## src/rtl/queue_pkg.sv

```systemverilog
// Shared types and default sizes for the byte queue.
//   enq_state_t : enqueue handshake FSM states
//   QUEUE_DEPTH : default number of entries
//   QUEUE_WIDTH : default entry width in bits
package queue_pkg;

    localparam int unsigned QUEUE_DEPTH = 8;
    localparam int unsigned QUEUE_WIDTH = 8;

    typedef enum logic [1:0] {
        WAIT,
        ACK,
        HOLD
    } enq_state_t;

endpackage

```

## src/rtl/queue_mem.sv

```systemverilog
// Register-array storage for the queue: synchronous write, asynchronous read.
// Contents are not reset; validity is tracked by the owner.
//   clock_100  : write clock
//   write_en   : store write_data at write_addr on the rising edge
//   write_addr : write index
//   write_data : entry to store
//   read_addr  : read index
//   read_data  : entry at read_addr (combinational)
module queue_mem
    import queue_pkg::*;
#(
    parameter  int unsigned DEPTH  = QUEUE_DEPTH,
    parameter  int unsigned WIDTH  = QUEUE_WIDTH,
    localparam int unsigned ADDR_W = $clog2(DEPTH)
) (
    input  logic              clock_100,
    input  logic              write_en,
    input  logic [ADDR_W-1:0] write_addr,
    input  logic [WIDTH-1:0]  write_data,
    input  logic [ADDR_W-1:0] read_addr,
    output logic [WIDTH-1:0]  read_data
);

    logic [WIDTH-1:0] mem [DEPTH];

    // Write port.
    always_ff @(posedge clock_100) begin
        if (write_en) begin
            mem[write_addr] <= write_data;
        end
    end

    // Read port.
    assign read_data = mem[read_addr];

endmodule

```

## src/rtl/queue.sv

```systemverilog
// Byte FIFO fed by the deserializer's ready/ack handshake, first-word-fall-through
// to the consumer.
//   clock_100  : system clock
//   reset      : asynchronous active-low reset
//   data_in    : byte offered upstream
//   enqueue_in : upstream byte valid, held until acknowledged
//   ack_out    : one-cycle acknowledge that data_in was stored
//   dequeue_in : consumer pop strobe
//   data_out   : head entry, 0 when empty
//   len_out    : number of stored entries
//   empty      : len_out == 0
//   full       : len_out == DEPTH
module queue
    import queue_pkg::*;
#(
    parameter  int unsigned DEPTH = QUEUE_DEPTH,
    parameter  int unsigned WIDTH = QUEUE_WIDTH,
    localparam int unsigned PTR_W = $clog2(DEPTH),
    localparam int unsigned LEN_W = PTR_W + 1
) (
    input  logic             clock_100,
    input  logic             reset,
    input  logic [WIDTH-1:0] data_in,
    input  logic             enqueue_in,
    output logic             ack_out,
    input  logic             dequeue_in,
    output logic [WIDTH-1:0] data_out,
    output logic [LEN_W-1:0] len_out,
    output logic             empty,
    output logic             full
);

    enq_state_t       state;
    enq_state_t       state_nxt;
    logic             ack_nxt;
    logic             wr_en;
    logic             rd_en;
    logic [PTR_W-1:0] wr_ptr;
    logic [PTR_W-1:0] rd_ptr;
    logic [LEN_W-1:0] len_nxt;
    logic [WIDTH-1:0] head;

    queue_mem #(
        .DEPTH (DEPTH),
        .WIDTH (WIDTH)
    ) u_mem (
        .clock_100  (clock_100),
        .write_en   (wr_en),
        .write_addr (wr_ptr),
        .write_data (data_in),
        .read_addr  (rd_ptr),
        .read_data  (head)
    );

    // Enqueue handshake: write only from WAIT, so a byte still held high while
    // upstream reacts to the ack is never stored twice.
    always_comb begin
        state_nxt = state;
        ack_nxt   = 1'b0;
        wr_en     = 1'b0;
        case (state)
            WAIT: begin
                if (enqueue_in && !full) begin
                    wr_en     = 1'b1;
                    ack_nxt   = 1'b1;
                    state_nxt = ACK;
                end
            end
            ACK:     state_nxt = enqueue_in ? HOLD : WAIT;
            HOLD:    state_nxt = enqueue_in ? HOLD : WAIT;
            default: state_nxt = WAIT;
        endcase
    end

    // Pops while empty are ignored.
    assign rd_en = dequeue_in && !empty;

    // Occupancy counter, independent of the pointers.
    always_comb begin
        len_nxt = len_out;
        case ({wr_en, rd_en})
            2'b10:   len_nxt = len_out + LEN_W'(1);
            2'b01:   len_nxt = len_out - LEN_W'(1);
            default: len_nxt = len_out;
        endcase
    end

    // State, pointers and flags; flags are registered from the next length.
    always_ff @(posedge clock_100 or negedge reset) begin
        if (!reset) begin
            state   <= WAIT;
            ack_out <= 1'b0;
            wr_ptr  <= '0;
            rd_ptr  <= '0;
            len_out <= '0;
            empty   <= 1'b1;
            full    <= 1'b0;
        end else begin
            state   <= state_nxt;
            ack_out <= ack_nxt;
            if (wr_en) begin
                wr_ptr <= wr_ptr + PTR_W'(1);
            end
            if (rd_en) begin
                rd_ptr <= rd_ptr + PTR_W'(1);
            end
            len_out <= len_nxt;
            empty   <= (len_nxt == '0);
            full    <= (len_nxt == LEN_W'(DEPTH));
        end
    end

    assign data_out = empty ? '0 : head;

endmodule

```

## config.mk

```make
export PLATFORM = sky130hd
export DESIGN_NAME = queue
export DESIGN_NICKNAME = d
export VERILOG_FILES = /design/src/rtl/queue_pkg.sv /design/src/rtl/queue_mem.sv /design/src/rtl/queue.sv
export SDC_FILE = /design/constraint.sdc
export NUM_CORES = 1
export LEC_CHECK = 0
export ABC_AREA = 1
export ABC_CLOCK_PERIOD_IN_PS = 3300
export CORE_MARGIN = 2
export CORE_UTILIZATION = 50
export DETAILED_ROUTE_END_ITERATION = 10
export PLACE_DENSITY_LB_ADDON = 0.05
export SLEW_MARGIN = 20
export SYNTH_ARGS = -nofsm -noshare
export SYNTH_HDL_FRONTEND = slang
export SYNTH_SLANG_ARGS = --single-unit
```

## constraint.sdc

```tcl
create_clock -name clock_100 -period 3.3 [get_ports clock_100]
set_input_delay 0.825 -clock clock_100 [delete_from_list [all_inputs] [get_ports clock_100]]
set_output_delay 0.825 -clock clock_100 [all_outputs]
set_load 0.005 [all_outputs]
```

-- Word level (Yosys, flattened, before mapping)
Memories as Yosys holds them, arrays and structs flattened.
Cells that the tools add are included.
- word-level logic and storage cells: 34
- input bits: 12
- memories: 1
- output and inout port bits: 15
- memory bits (writable): 64
- register bits after elaboration: 15
- memory list (name ; depth ; bits a word ; rd ports ; clocked after Yosys merged registers in ; write ports ; RTL line ; text):
    u_mem.mem ; 8 ; 8 ; 1 ; 0 ; 1 ; queue_mem.sv:24 ; logic [WIDTH-1:0] mem [DEPTH];
- equality and inequality tests: 6
- multiplexer cells: 9
- add/subtract/negate cells: 4
- reductions and logical operators: 7
- operators by type and width (cell ; number):
    $mux W8 ; 1
    $pmux W4 S2 ; 1
    $add A3 B1 Y3 const B ; 2
    $add A4 B1 Y4 const B ; 1
    $eq A2 B1 Y1 const B ; 2
    $eq A2 B2 Y1 const B ; 2
    $eq A4 B4 Y1 const B ; 1
    $logic_not A4 Y1 ; 1
    $mux W1 ; 4
    $mux W2 ; 2
    $pmux W2 S2 ; 1
    $sub A4 B1 Y4 const B ; 1
    $logic_and A1 B1 Y1 ; 2
    $logic_not A1 Y1 ; 2
    $logic_not A2 Y1 ; 1
    $ne A2 B2 Y1 const B ; 1
    $reduce_or A2 Y1 ; 1

-- Depth between registers and ports, before layout
- depth in word-level cells: 7
- mapped depth: 13
- mapped depth without buffers: 13

-- Cells and area by module
Synthesis repeated with hierarchy kept, for this count alone.
- cell total of the unflattened synthesis: 398
- area, all modules: 3761.1 um^2
- modules (own cells, without submodules) (module ; instances ; seq. area each (um^2) ; cells each ; area each (um^2)):
    queue_mem ; 1 ; 1921.8 ; 295 ; 2890.3
    queue ; 1 ; 376.6 ; 103 ; 870.8

-- Worst setup path before layout
OpenSTA, ideal clock, no wires.
- path type: input -> register
- start point: input port dequeue_in
- end point: register empty
- stages on the path: 11
- required time: 3233 ps
- setup slack: 1312 ps
- setup time: 67 ps
- buffers on the path: 0
- data arrival time: 1921 ps
- path through: inv_2 nor2_8 nand3_2 nand2_1 inv_1 ha_1 nand2_1 o21ai_0 nor2_2 o211ai_2 nor2_1
- cells in the longest elaborated chain, start to end: 4
- elaborated cells on any way between the ends: 5
- classes of those cells: eq/ne: 2; mux: 1; reduce/logical: 2
- ends and longest elaborated chain (item ; RTL line ; text):
    start, declared ; queue.sv:26 ; input logic dequeue_in,
    $logic_and A1 B1 Y1 (*) ; queue.sv:76 ; assign rd_en = dequeue_in && !empty;
    $eq A2 B1 Y1 or $eq A2 B2 Y1 (tied branches) ; queue.sv:81 ; case ({wr_en, rd_en})
    $pmux W4 S2 (*) ; queue.sv:81 ;
    net len_nxt[1] ; queue.sv:40 ; logic [LEN_W-1:0] len_nxt;
    $logic_not A4 Y1 (*) ; queue.sv:108 ; empty <= (len_nxt == '0);
    end signal, assigned ; queue.sv:108 ;
    end, declared ; queue.sv:29 ; output logic empty,
Mark *: on every way through the listed nets, which the timed path passes. The rest lies on a longest branch.
A chain may end at the register's enable or synchronous reset.

-- Final worst setup path
- start point: register rd_ptr[0]
- end point: output port data_out[4]
- cells in the longest elaborated chain, start to end: 2
- ends and longest elaborated chain (item ; RTL line ; text):
    start, declared ; queue.sv:39 ; logic [PTR_W-1:0] rd_ptr;
    start signal, assigned ; queue.sv:105 ; rd_ptr <= rd_ptr + PTR_W'(1);
    $mem_v2 Z8 W8 ; - ;
    $mux W8 ; queue.sv:113 ; assign data_out = empty ? '0 : head;
    end, declared ; queue.sv:27 ; output logic [WIDTH-1:0] data_out,
Every way passes these cells.

==> summary.txt <==
Outcome
  – Run status: finished, final reports clean

Worst setup path
  – CP cell instances: buf_4 > o21ai_0 > o22ai_1 > o21ai_1 > a31oi_1 > clkdlybuf4s50_1
  – Critical path class: reg2out
  – Startpoint types: flip-flop
  – Worst R2R End: full
  – WP data required: 2.47 ns
  – Crit-path max cell delay: 0.55 ns
  – R2R depth: 13
  – Worst setup EP type: output pin
  – Crit-path leading delay family: buffers and inverters
  – CP Buf/Inv Count: 2
  – Crit path arrival time: 2.25 ns
  – Largest fanout on the critical path: 13
  – Worst path slowest cell: clkdlybuf4s50_1
  – Critical R2R Launch: state[0]
  – R2R Setup Slk: 1.30 ns

Logic synthesis
  – Post-Synthesis Cells: 284
  – Largest area contributor in the netlist: edfxtp_1
  – Post-synthesis adder-cell area fraction: 1.88%
  – Synth Area in Compound Gates: 10.6%
  – Synth warn: 0
  – Mapped Area: 0.00333 mm²
  – Xor/xnor share of the synthesized area: 1.32%
  – Syn avg cell area: 11.7 µm²
  – Main combinational cell family by area after synthesis: simple AND/OR/NAND/NOR gates
  – Synth Area in Simple Gates: 13.7%
  – Syn nets: 301
  – Seq cells post-synth: 79
  – Post-synth top area share: 57.7%
  – Post-synthesis sequential area ratio: 69.0%
  – Top cells by area, synth: edfxtp_1 (58%), dfrtp_1 (11%), nor2_1 (6.7%)
  – Netlist cell types: 27
  – Multiplexer area fraction after synthesis: 0%

Clock network
  – CTS Sinks: 79
  – CTS root buffer: clkbuf_8
  – Clk buf depth: 2
  – Clk Latency, worst-skew pair: 0.35 ns
  – Htree depth: 3
  – CTS Buf Count: 9
  – CTS tree: built
  – Post-CTS Hold Fix Bufs: 0
  – Clock transition at the registers of the reported paths: 0.10 ns

Place
  – Placed inst area: 0.00374 mm²
  – PortBufs: 26
  – Detailed placement HPWL: 4.54 mm
  – Placer Congestion: 0.828
  – Worst slack at placement: 0.498 ns

Power and ir drop
  – PwrDens: 882 mW/mm²
  – Reg power frac: 39.9%
  – Int Pwr: 2160 µW
  – NetSw: 1300 µW
  – Clock power share: 19.4%
  – Peak VDD IR: 0.000507 V
  – Power share of the combinational group: 40.8%
  – Switching share of power: 37.6%
  – Leakage: 0.00145 µW

Timing
  – Max-slew violation count: 0
  – Fin worst setup slack: 0.225 ns
  – Clock skew: 0.0144 ns
  – Setup violations, final: 0
  – Slew HR: 47.8%
  – Final min period: 3.08 ns
  – Hold Fails Final Rpt: 0
  – TNS Setup: 0 ns
  – Tightest Pin Transition: 0.780 ns
  – Fmax: 0.325 GHz
  – Fin crit share: 93.2%
  – RSZ-0062 raised after global routing: no

Floorplanning
  – Core Rows: 29
  – Initial Utilization: 52.1%
  – Die H: 85.6 µm
  – Die W: 85.6 µm
  – Total I/O pin count: 27
  – Die area: 0.00733 mm²
  – Core Area: 0.00639 mm²

Final layout
  – Register area: 0.00230 mm²
  – Fin area: 0.00393 mm²
  – Share of layout cells above drive strength 1: 14.3%
  – Syn-to-layout area delta: 18.1%
  – Combined area of the multi-input logic cells: 916 µm²
  – Fin nets: 341
  – Final core utilization: 61.6%
  – Filler cells: 513
  – # diodes: 0

Worst hold path
  – Hold endpoint: wr_ptr[0]
  – HP Class: reg2reg
  – Hold path depth: 2
  – Hold path start: wr_ptr[0]

Drt
  – Post-route ant nets: 0
  – DRC viols: 0
  – DR pass1 iterations: 4
  – Final wirelength: 7.00 mm
  – Vias: 2177
  – WL/cell: 17.3 µm
  – DR iter-0 viols: 127
  – Via density per instance: 5.36

Global routing
  – First-pass GRT wire length: 11.2 mm
  – Initial antenna violation count: 0
  – Number of global-route vias before repair: 2139
  – Largest net degree at the start of global routing: 18
  – All-Layer GR Usage: 20.9%
  – Overflow after GRT: 0

Run
  – Max cap viols: 0
[worst reg2reg max path: cells and delay by family (launching register included)]
family	cells	cell delay, ns
AO/OA/AOI/OAI	2	0.25
adder cells (fa/ha/maj)	2	0.47
buffers and inverters	2	0.12
flip-flops	1	0.37
AND/OR/NAND/NOR	7	0.71
[cell usage after synthesis, drive strengths merged]
cell type / instances
a21oi: 1
a31oi: 8
buf: 8
clkbuf: 2
dfrtp: 14
dfstp: 1
edfxtp: 64
ha: 5
inv: 18
nand2: 28
nand3: 10
nor2: 61
o211ai: 1
o21ai: 47
o22ai: 8
or2: 3
xnor2: 2
xor2: 3
[power groups by stage]
stage                     combinational (µW)  sequential (µW)  clock (µW)
after floorplan                          893             1350           0
after global placement                  1390             1390           0
after detailed placement                1410             1400           0
after CTS                               1420             1380         685
after global routing                    1570             1400         727
final                                   1410             1380         672
[final cells by class]
| class | instances | share of cell area, % |
|---|---|---|
| multi-input combinational | 177 | 23.3 |
| timing repair buffer | 39 | 9.20 |
| inverter | 18 | 1.81 |
| clock buffer | 9 | 3.15 |
| clock inverter | 7 | 1.56 |
| sequential | 79 | 58.5 |
| tap | 77 | 2.45 |
[what timing repair did]
item | in CTS | in global routing
resized for setup | 0 | 5
setup buffers | 0 | 0
hold endpoints to repair | 0 | 0
endpoints found under the setup margin | 0 | 6
[state kept, by name (all words and copies together), names as in the netlist]
name and count:
u_mem.mem 64, len_out 4, rd_ptr 3, wr_ptr 3, state 2, ack_out 1
empty 1, full 1
[per-layer routing]
metal	up-vias	share of wire (%)	wire length (µm)	track usage (%)
met4	0	1.5	103	8.95
met3	7	5.2	361	3.46
met1	1028	48	3360	31.3
li1	1078	-	-	-
met2	64	45	3180	30.3
met5	-	0	0	0
[metrics by stage]
stage	cells	hold WS, ns	total power, µW
5_1_grt	406	0.584	3700
2_1_floorplan	284	0.492	2240
3_5_place_dp	390	0.528	2800
4_1_cts	406	0.547	3480
3_3_place_gp	390	0.521	2780
6_report	406	0.552	3470
[cells by family after synthesis]
family | count (synthesis)
simple gates | 102
buf+inv | 28
fa+ha+maj | 5
flops | 79
xor+xnor | 5
compound gates | 65
[cells in the final DEF (no fill, tap or decap)]
cell type         n
buf_6             1
clkdlybuf4s50_1  26
xnor2_1           2
nand3_2           2
o21ai_1          19
buf_4            12
dfrtp_1          12
nor2_2            1
clkinvlp_4        2
clkinv_2          1
o211ai_2          1
ha_1              5
inv_4             1
nand2_1          25
dfrtp_2           2
o21ai_0          28
xor2_1            3
a21oi_1           1
clkbuf_8          9
edfxtp_1         64
nand2_4           1
nand2_2           2
o22ai_1           8
nand3_4           1
a31oi_1           8
nand3_1           7
nor2_8            1
or2_2             1
inv_6             4
inv_2             3
inv_1            13
dfstp_2           1
nor2_1           59
or2_1             2
inv_8             1
[how the worst max path moves through the flow]
stage / end / from / depth (start not counted) / slack [ns]
global placement: data_out[0] / rd_ptr[1] / 6 / 0.50
detailed placement: data_out[4] / rd_ptr[1] / 6 / 0.50
global route: data_out[0] / rd_ptr[0] / 6 / 0.04
floorplan: empty / dequeue_in / 11 / 1.31
CTS: data_out[4] / rd_ptr[0] / 6 / 0.09
finish: data_out[4] / rd_ptr[0] / 6 / 0.22
Power figures use the tool's default switching activity.
